`config.mk`:
```
export PLATFORM = sky130hd
export DESIGN_NAME = ahb_slave_if
export DESIGN_NICKNAME = d
export VERILOG_FILES = /design/src/rtl/ahb_apb_pkg.sv /design/src/rtl/ahb_addr_decode.sv /design/src/rtl/ahb_slave_if.sv
export SDC_FILE = /design/constraint.sdc
export NUM_CORES = 1
export LEC_CHECK = 0
export BUFFER_PORTS_ARGS = -buffer_cell sky130_fd_sc_hd__buf_2
export CAP_MARGIN = 10
export CORE_ASPECT_RATIO = 1.5
export CORE_MARGIN = 5
export CORE_UTILIZATION = 50
export CTS_BUF_LIST = sky130_fd_sc_hd__clkbuf_8
export DETAILED_ROUTE_END_ITERATION = 6
export PLACE_DENSITY_LB_ADDON = 0.12
export RECOVER_POWER = 50
export SYNTH_ARGS = -nofsm -noshare
export SYNTH_HDL_FRONTEND = slang
export SYNTH_SLANG_ARGS = --single-unit
```
`constraint.sdc`:
```
create_clock -name hclk -period 3.6 [get_ports hclk]
set_input_delay 0.54 -clock hclk [delete_from_list [all_inputs] [get_ports hclk]]
set_output_delay 0.54 -clock hclk [all_outputs]
set_load 0.03 [all_outputs]
```
`src/rtl/ahb_apb_pkg.sv`:
```
// Shared AHB/APB bridge definitions: bus encodings, response FSM states and
// default slave address map.
package ahb_apb_pkg;

    localparam logic [1:0] HTRANS_IDLE   = 2'b00;
    localparam logic [1:0] HTRANS_BUSY   = 2'b01;
    localparam logic [1:0] HTRANS_NONSEQ = 2'b10;
    localparam logic [1:0] HTRANS_SEQ    = 2'b11;

    localparam logic [1:0] HRESP_OKAY  = 2'b00;
    localparam logic [1:0] HRESP_ERROR = 2'b01;

    localparam logic [2:0] HSIZE_BYTE = 3'd0;
    localparam logic [2:0] HSIZE_HALF = 3'd1;
    localparam logic [2:0] HSIZE_WORD = 3'd2;

    typedef enum logic [1:0] {
        OKAY_ST = 2'd0,
        ERR1_ST = 2'd1,
        ERR2_ST = 2'd2
    } resp_state_t;

    localparam logic [31:0] DEF_SLV0_BASE = 32'h8000_0000;
    localparam logic [31:0] DEF_SLV1_BASE = 32'h8400_0000;
    localparam logic [31:0] DEF_SLV2_BASE = 32'h8800_0000;
    localparam logic [31:0] DEF_WIN_SIZE  = 32'h0400_0000;

endpackage

```
`src/rtl/ahb_addr_decode.sv`:
```
// Combinational slave-window decode and transfer alignment check.
module ahb_addr_decode
    import ahb_apb_pkg::*;
#(
    parameter logic [31:0] SLV0_BASE = DEF_SLV0_BASE,
    parameter logic [31:0] SLV1_BASE = DEF_SLV1_BASE,
    parameter logic [31:0] SLV2_BASE = DEF_SLV2_BASE,
    parameter logic [31:0] WIN_SIZE  = DEF_WIN_SIZE
) (
    input  logic [31:0] haddr,
    input  logic [2:0]  hsize,
    output logic [2:0]  temp_sel,
    output logic        in_map,
    output logic        misal
);

    logic [31:0] off0, off1, off2;

    // Unsigned offset compare covers both window bounds in one test.
    assign off0 = haddr - SLV0_BASE;
    assign off1 = haddr - SLV1_BASE;
    assign off2 = haddr - SLV2_BASE;

    assign temp_sel = {off2 < WIN_SIZE, off1 < WIN_SIZE, off0 < WIN_SIZE};
    assign in_map   = |temp_sel;

    always_comb begin
        misal = 1'b0;
        case (hsize)
            HSIZE_BYTE: misal = 1'b0;
            HSIZE_HALF: misal = haddr[0];
            HSIZE_WORD: misal = |haddr[1:0];
            default:    misal = 1'b1;
        endcase
    end

endmodule

```
`src/rtl/ahb_slave_if.sv`:
```
// AHB-Lite slave front end: transfer qualification, address/data pipeline
// and the two-cycle ERROR response sequence.
module ahb_slave_if
    import ahb_apb_pkg::*;
#(
    parameter logic [31:0] SLV0_BASE = DEF_SLV0_BASE,
    parameter logic [31:0] SLV1_BASE = DEF_SLV1_BASE,
    parameter logic [31:0] SLV2_BASE = DEF_SLV2_BASE,
    parameter logic [31:0] WIN_SIZE  = DEF_WIN_SIZE,
    parameter int unsigned ERR_CNT_W = 8
) (
    input  logic                 hclk,
    input  logic                 hreset,
    input  logic                 hwrite,
    input  logic                 hreadyin,
    input  logic [1:0]           htrans,
    input  logic [2:0]           hsize,
    input  logic [31:0]          haddr,
    input  logic [31:0]          hwdata,
    input  logic [31:0]          prdata,
    input  logic                 apb_readyout,
    output logic                 valid,
    output logic [2:0]           temp_sel,
    output logic [31:0]          haddr1,
    output logic [31:0]          haddr2,
    output logic [31:0]          hwdata1,
    output logic [31:0]          hwdata2,
    output logic                 hwrite_reg,
    output logic                 hwrite_reg1,
    output logic                 hreadyout,
    output logic [1:0]           hresp,
    output logic [31:0]          hrdata,
    output logic [ERR_CNT_W-1:0] err_count
);

    logic        act, bad, in_map, misal;
    resp_state_t state, state_nxt;

    ahb_addr_decode #(
        .SLV0_BASE(SLV0_BASE),
        .SLV1_BASE(SLV1_BASE),
        .SLV2_BASE(SLV2_BASE),
        .WIN_SIZE (WIN_SIZE)
    ) u_decode (
        .haddr   (haddr),
        .hsize   (hsize),
        .temp_sel(temp_sel),
        .in_map  (in_map),
        .misal   (misal)
    );

    assign act    = hreadyin & ((htrans == HTRANS_NONSEQ) | (htrans == HTRANS_SEQ));
    assign bad    = act & (~in_map | misal);
    assign hrdata = prdata;

    always_ff @(posedge hclk) begin
        if (hreset) begin
            state       <= OKAY_ST;
            haddr1      <= '0;
            haddr2      <= '0;
            hwdata1     <= '0;
            hwdata2     <= '0;
            hwrite_reg  <= 1'b0;
            hwrite_reg1 <= 1'b0;
            err_count   <= '0;
        end else begin
            state <= state_nxt;
            if (hreadyin) begin
                haddr1      <= haddr;
                haddr2      <= haddr1;
                hwdata1     <= hwdata;
                hwdata2     <= hwdata1;
                hwrite_reg  <= hwrite;
                hwrite_reg1 <= hwrite_reg;
            end
            if (state == ERR1_ST && err_count != '1)
                err_count <= err_count + 1'b1;
        end
    end

    always_comb begin
        state_nxt = state;
        hresp     = HRESP_OKAY;
        hreadyout = apb_readyout;
        valid     = 1'b0;
        case (state)
            OKAY_ST: begin
                valid = act & in_map & ~misal;
                if (bad)
                    state_nxt = ERR1_ST;
            end
            ERR1_ST: begin
                hresp     = HRESP_ERROR;
                hreadyout = 1'b0;
                state_nxt = ERR2_ST;
            end
            ERR2_ST: begin
                // The master cancels whatever it presents here, so it is not decoded.
                hresp     = HRESP_ERROR;
                hreadyout = 1'b1;
                state_nxt = OKAY_ST;
            end
            default: state_nxt = OKAY_ST;
        endcase
    end

endmodule

```
==> summary by stage <==
Yosys
The synthesized area per cell is 10.24 um2. Counting every net in the synthesized netlist gives between 600 and 700. Of the synthesized area, sequential elements account for between 50% and 60%. The biggest area contributor in the post-synthesis netlist is sky130_fd_sc_hd__dfxtp_1. The register bit total from synthesis is 140. The synthesized netlist contains 33 unique library cells. After synthesis the cells add up to 5426 um2.

The portion of synthesized cell area occupied by the leading cell type is approximately 52%. Yosys attributes the largest share of cell area to sky130_fd_sc_hd__dfxtp_1 (52%), sky130_fd_sc_hd__mux2i_1 (24%), sky130_fd_sc_hd__nor2_1 (9.6%), sky130_fd_sc_hd__buf_4 (4.6%), sky130_fd_sc_hd__ha_1 (1.4%). Yosys printed 0 warnings. Synthesis handed over a netlist of 530 instances.

Critical path
The critical path goes through clkbuf_2, and4_1, buf_2. STA puts the critical path data arrival time at 2350 ps. Together, buffers and inverters on the worst path number 2. The nature of the critical path startpoint is a primary input. The worst register-to-register path has a depth of 6. The maximum fanout count along the critical path is between 50 and 60. The largest single stage delay on the critical path is ~1200 ps. The critical path is of the primary input to output pin type. The endpoint identified for the worst register-to-register timing path is err_count[6]. The cell family contributing the most delay on the critical path is buffers and inverters. The critical register-to-register path startpoint is err_count[0]. Setup slack on the worst reg-to-reg path comes out at about 2100 ps. STA puts the critical path data required time at about 3000 ps. The worst setup path is captured at an output pin. The master of the slowest instance on the critical path is sky130_fd_sc_hd__clkbuf_2.

Clock network
The CTS root buffer is sky130_fd_sc_hd__clkbuf_8. The H-tree depth is 4. Clock-pin slew was measured on the worst setup and hold paths at about 80 ps.

The number of CTS-inserted buffers is 17. Clock latency on the worst-skew pair, taken at its later pin, is around 420 ps. In this run the deepest clock path goes through 2 buffers. The count of hold-fix buffers inserted at cts is 0. In this run the post-CTS setup repair buffer count came out at 0.

For this design, the sink count on the clock tree is 140. The TritonCTS clock tree is done. The total of cells resized after clock tree synthesis is 0.

Timing
The portion of the clock cycle consumed by the worst path in the final layout is about four fifths. For the finished layout, the period the worst path requires is between 2000 and 3000 ps. The pin slew with the least headroom to its limit is about 1700 ps. Setup violations remaining at the end of the flow were counted as 0. The final-report max-slew violation count came to 53.

The highest clock rate is 346.0 MHz. Setup repair after global routing left no endpoint under its margin. The final-report hold violation count is 0. The worst slew slack as a fraction of its limit is -12.21%.

The setup total negative slack is 0 ps. The largest clock skew in the final design is 8.393 ps.

Route
The routed layout has approximately 4200 vias. Once detail routing completed, the nets flagged for antenna violations numbered 0. The overall routed net length is roughly 12000 um. Using the TritonRoute via totals, the vias-per-cell ratio works out to 4.890. Before antenna repair, the detailed router went through 6 iterations. For this run, design rule violations remaining after detail routing come to 0. The per-cell routed wire length is 14.28 um. For this block, the initial DRC count from the detailed router was ~110.

Global route
The global-route wire length before repair is ~19000 um. The number of global-route vias before repair is 4103. The overall overflow remaining after global route is 0.

Entering global routing, the biggest net connects 83 pins. The number of antenna violations at the first check in global routing is 0. Global routing consumed, over all layers together, 18.61% of the routing resources.

Power and ir drop
For this design the total switching power over the nets is 919.4 uW. The maximum vdd ir drop is 0.2747 mV. For this design the static power due to leakage is approximately 3.3 nW. The clock network burns 37.7% of the power. In this run, flip-flops and latches consume approximately half of the power.

For this design the ratio of total power to cell area is 514.6 nW/um2. Net switching is between 20% and 30% of the power. The combinational share of power is 13.9%. The internal power is 2.523 mW.

Worst hold path
The terminating pin of the worst hold path is hwdata1[17]. The worst hold path passes through 3 cells. The worst hold path begins at hwdata[17].

The worst min-delay path category is primary input to flop.

Layout
The layout cell share with drive strength beyond 1 is between 20 and 30%. Fill cells in the final layout number 990. From synthesis to final layout, the design area changed by 23.29%. The net count of the finished layout is between 800 and 900. After routing the design area is about 6700 um2. The count of non-filler cells in the finished layout is 860. The share of the core filled with cells in the final layout is a little over three fifths.

The antenna diode count is 0.

Floorplanning
The standard-cell row count is 46. The top-level I/O count is roughly 280. The initial cell density of the core is 51.24%. The floorplan step set the die width to ~95 um.

The floorplan step defined a core boundary enclosing about 11000 um2. The die covers approximately 13000 um2. In this run the vertical extent of the chip is 137.6 um.

Placed design
The global placer's final weighted congestion is around 0.74. The placed instance count is ~830. The placement-stage cell area is between 6000 and 7000 um2. Detailed placement ended at an HPWL of around 9000 um. The number of port buffers is 216.

Outcome
The run finished, with violations left. The checks that failed: max-capacitance violations, max-slew violations.

Job
Max-cap violations in this run came to 1.
## cells by family after synthesis
logic type,share of synthesized area (%)
and+or+nand+nor,12.17
DFF,51.65
muxes,24.56
buffers and inverters,7.424
AOI/OAI and AO/OA,1.453
xor gates and xnor gates,1.291
adders and majority gates,1.383
other,0.06911
## stage by stage
| stage | hold slack [ps] | setup slack (ps) | power, mW |
|---|---|---|---|
| after floorplan | 453.1 | 652.8 | 2.100 |
| after global placement | 469.0 | 974.3 | 2.176 |
| after detailed placement | 476.5 | 957.3 | 2.189 |
| after CTS | 310.6 | 940.9 | 3.499 |
| after global routing | 319.5 | 608.8 | 3.606 |
| final | 347.3 | 710.0 | 3.443 |
## worst max path at each step
stage	start	to	slack, ps	cells past startpoint
floorplan	haddr[26]	valid	650	5
global placement	haddr[26]	valid	970	6
detailed placement	haddr[26]	valid	960	6
CTS	haddr[26]	valid	940	6
global route	hreadyin	valid	610	3
finish	hreadyin	valid	710	3
## cell type report
class | instances | area (um2) | area share [%]
clock inverters | 11 | 145.1 | 2.169
clock buffers | 20 | 275.3 | 4.114
repair buffers | 219 | 1044 | 15.60
inverters | 6 | 22.52 | 0.3366
multi-input cells | 320 | 2221 | 33.20
flip-flops and latches | 140 | 2803 | 41.89
well taps | 144 | 180.2 | 2.693
## worst register-to-register path, cell delays in order (launching register included)
cell                      delay, ps
sky130_fd_sc_hd__dfxtp_1        370
sky130_fd_sc_hd__ha_1           230
sky130_fd_sc_hd__nand3_1        110
sky130_fd_sc_hd__o21a_1         260
sky130_fd_sc_hd__and4_1         240
sky130_fd_sc_hd__xnor2_1        140
sky130_fd_sc_hd__nor2_1          50
## placed cells by master (no fill, tap or decap), drive strengths merged, types with 2 or more instances in the layout
cell type / synthesis / routed
bufinv: 0 / 3
and3: 3 / 3
and4: 2 / 2
inv: 6 / 8
nand2b: 2 / 2
a21oi: 3 / 3
mux2i: 132 / 132
dfxtp: 140 / 140
xnor2: 4 / 4
nor3: 2 / 2
buf: 46 / 148
nand4: 2 / 2
clkinvlp: 0 / 4
nand3: 2 / 2
ha: 6 / 6
nor2: 139 / 139
nand2: 4 / 4
clkbuf: 18 / 91
xor2: 4 / 4
o21ai: 2 / 2
clkinv: 0 / 2
## power by group through the flow
stage / sequential, mW / combinational (mW) / clock, mW
finish: 1.67 / 0.477 / 1.30
global route: 1.68 / 0.516 / 1.41
CTS: 1.67 / 0.489 / 1.34
detailed placement: 1.70 / 0.487 / 0
global placement: 1.70 / 0.479 / 0
floorplan: 1.84 / 0.263 / 0
## synthesized netlist by cell type (all sizes together)
master and number:
ha 6, xnor2 4, or3b 1, nor2 139, nand2 4, clkbuf 18
o211ai 1, or3 1, a41oi 1, o21bai 1, nor2b 1, mux2i 132
and3 3, nor4b 1, or4 1, mux2 1, o21a 1, xor2 4
nand2b 2, a21oi 3, nand4 2, a31oi 1, dfxtp 140, conb 1
nor3 2, nand3 2, o21ai 2, and4 2, inv 6, buf 46
a31o 1
## metal layers
metal | global-route usage, % | up-vias | share of wire (%)
met5 | 0 | - | 0
met4 | 7.384 | 0 | 1.7
met3 | 8.962 | 24 | 10
met2 | 30.62 | 180 | 49
met1 | 20.44 | 1933 | 39
li1 | - | 2068 | -
Power figures use the tool's default switching activity.
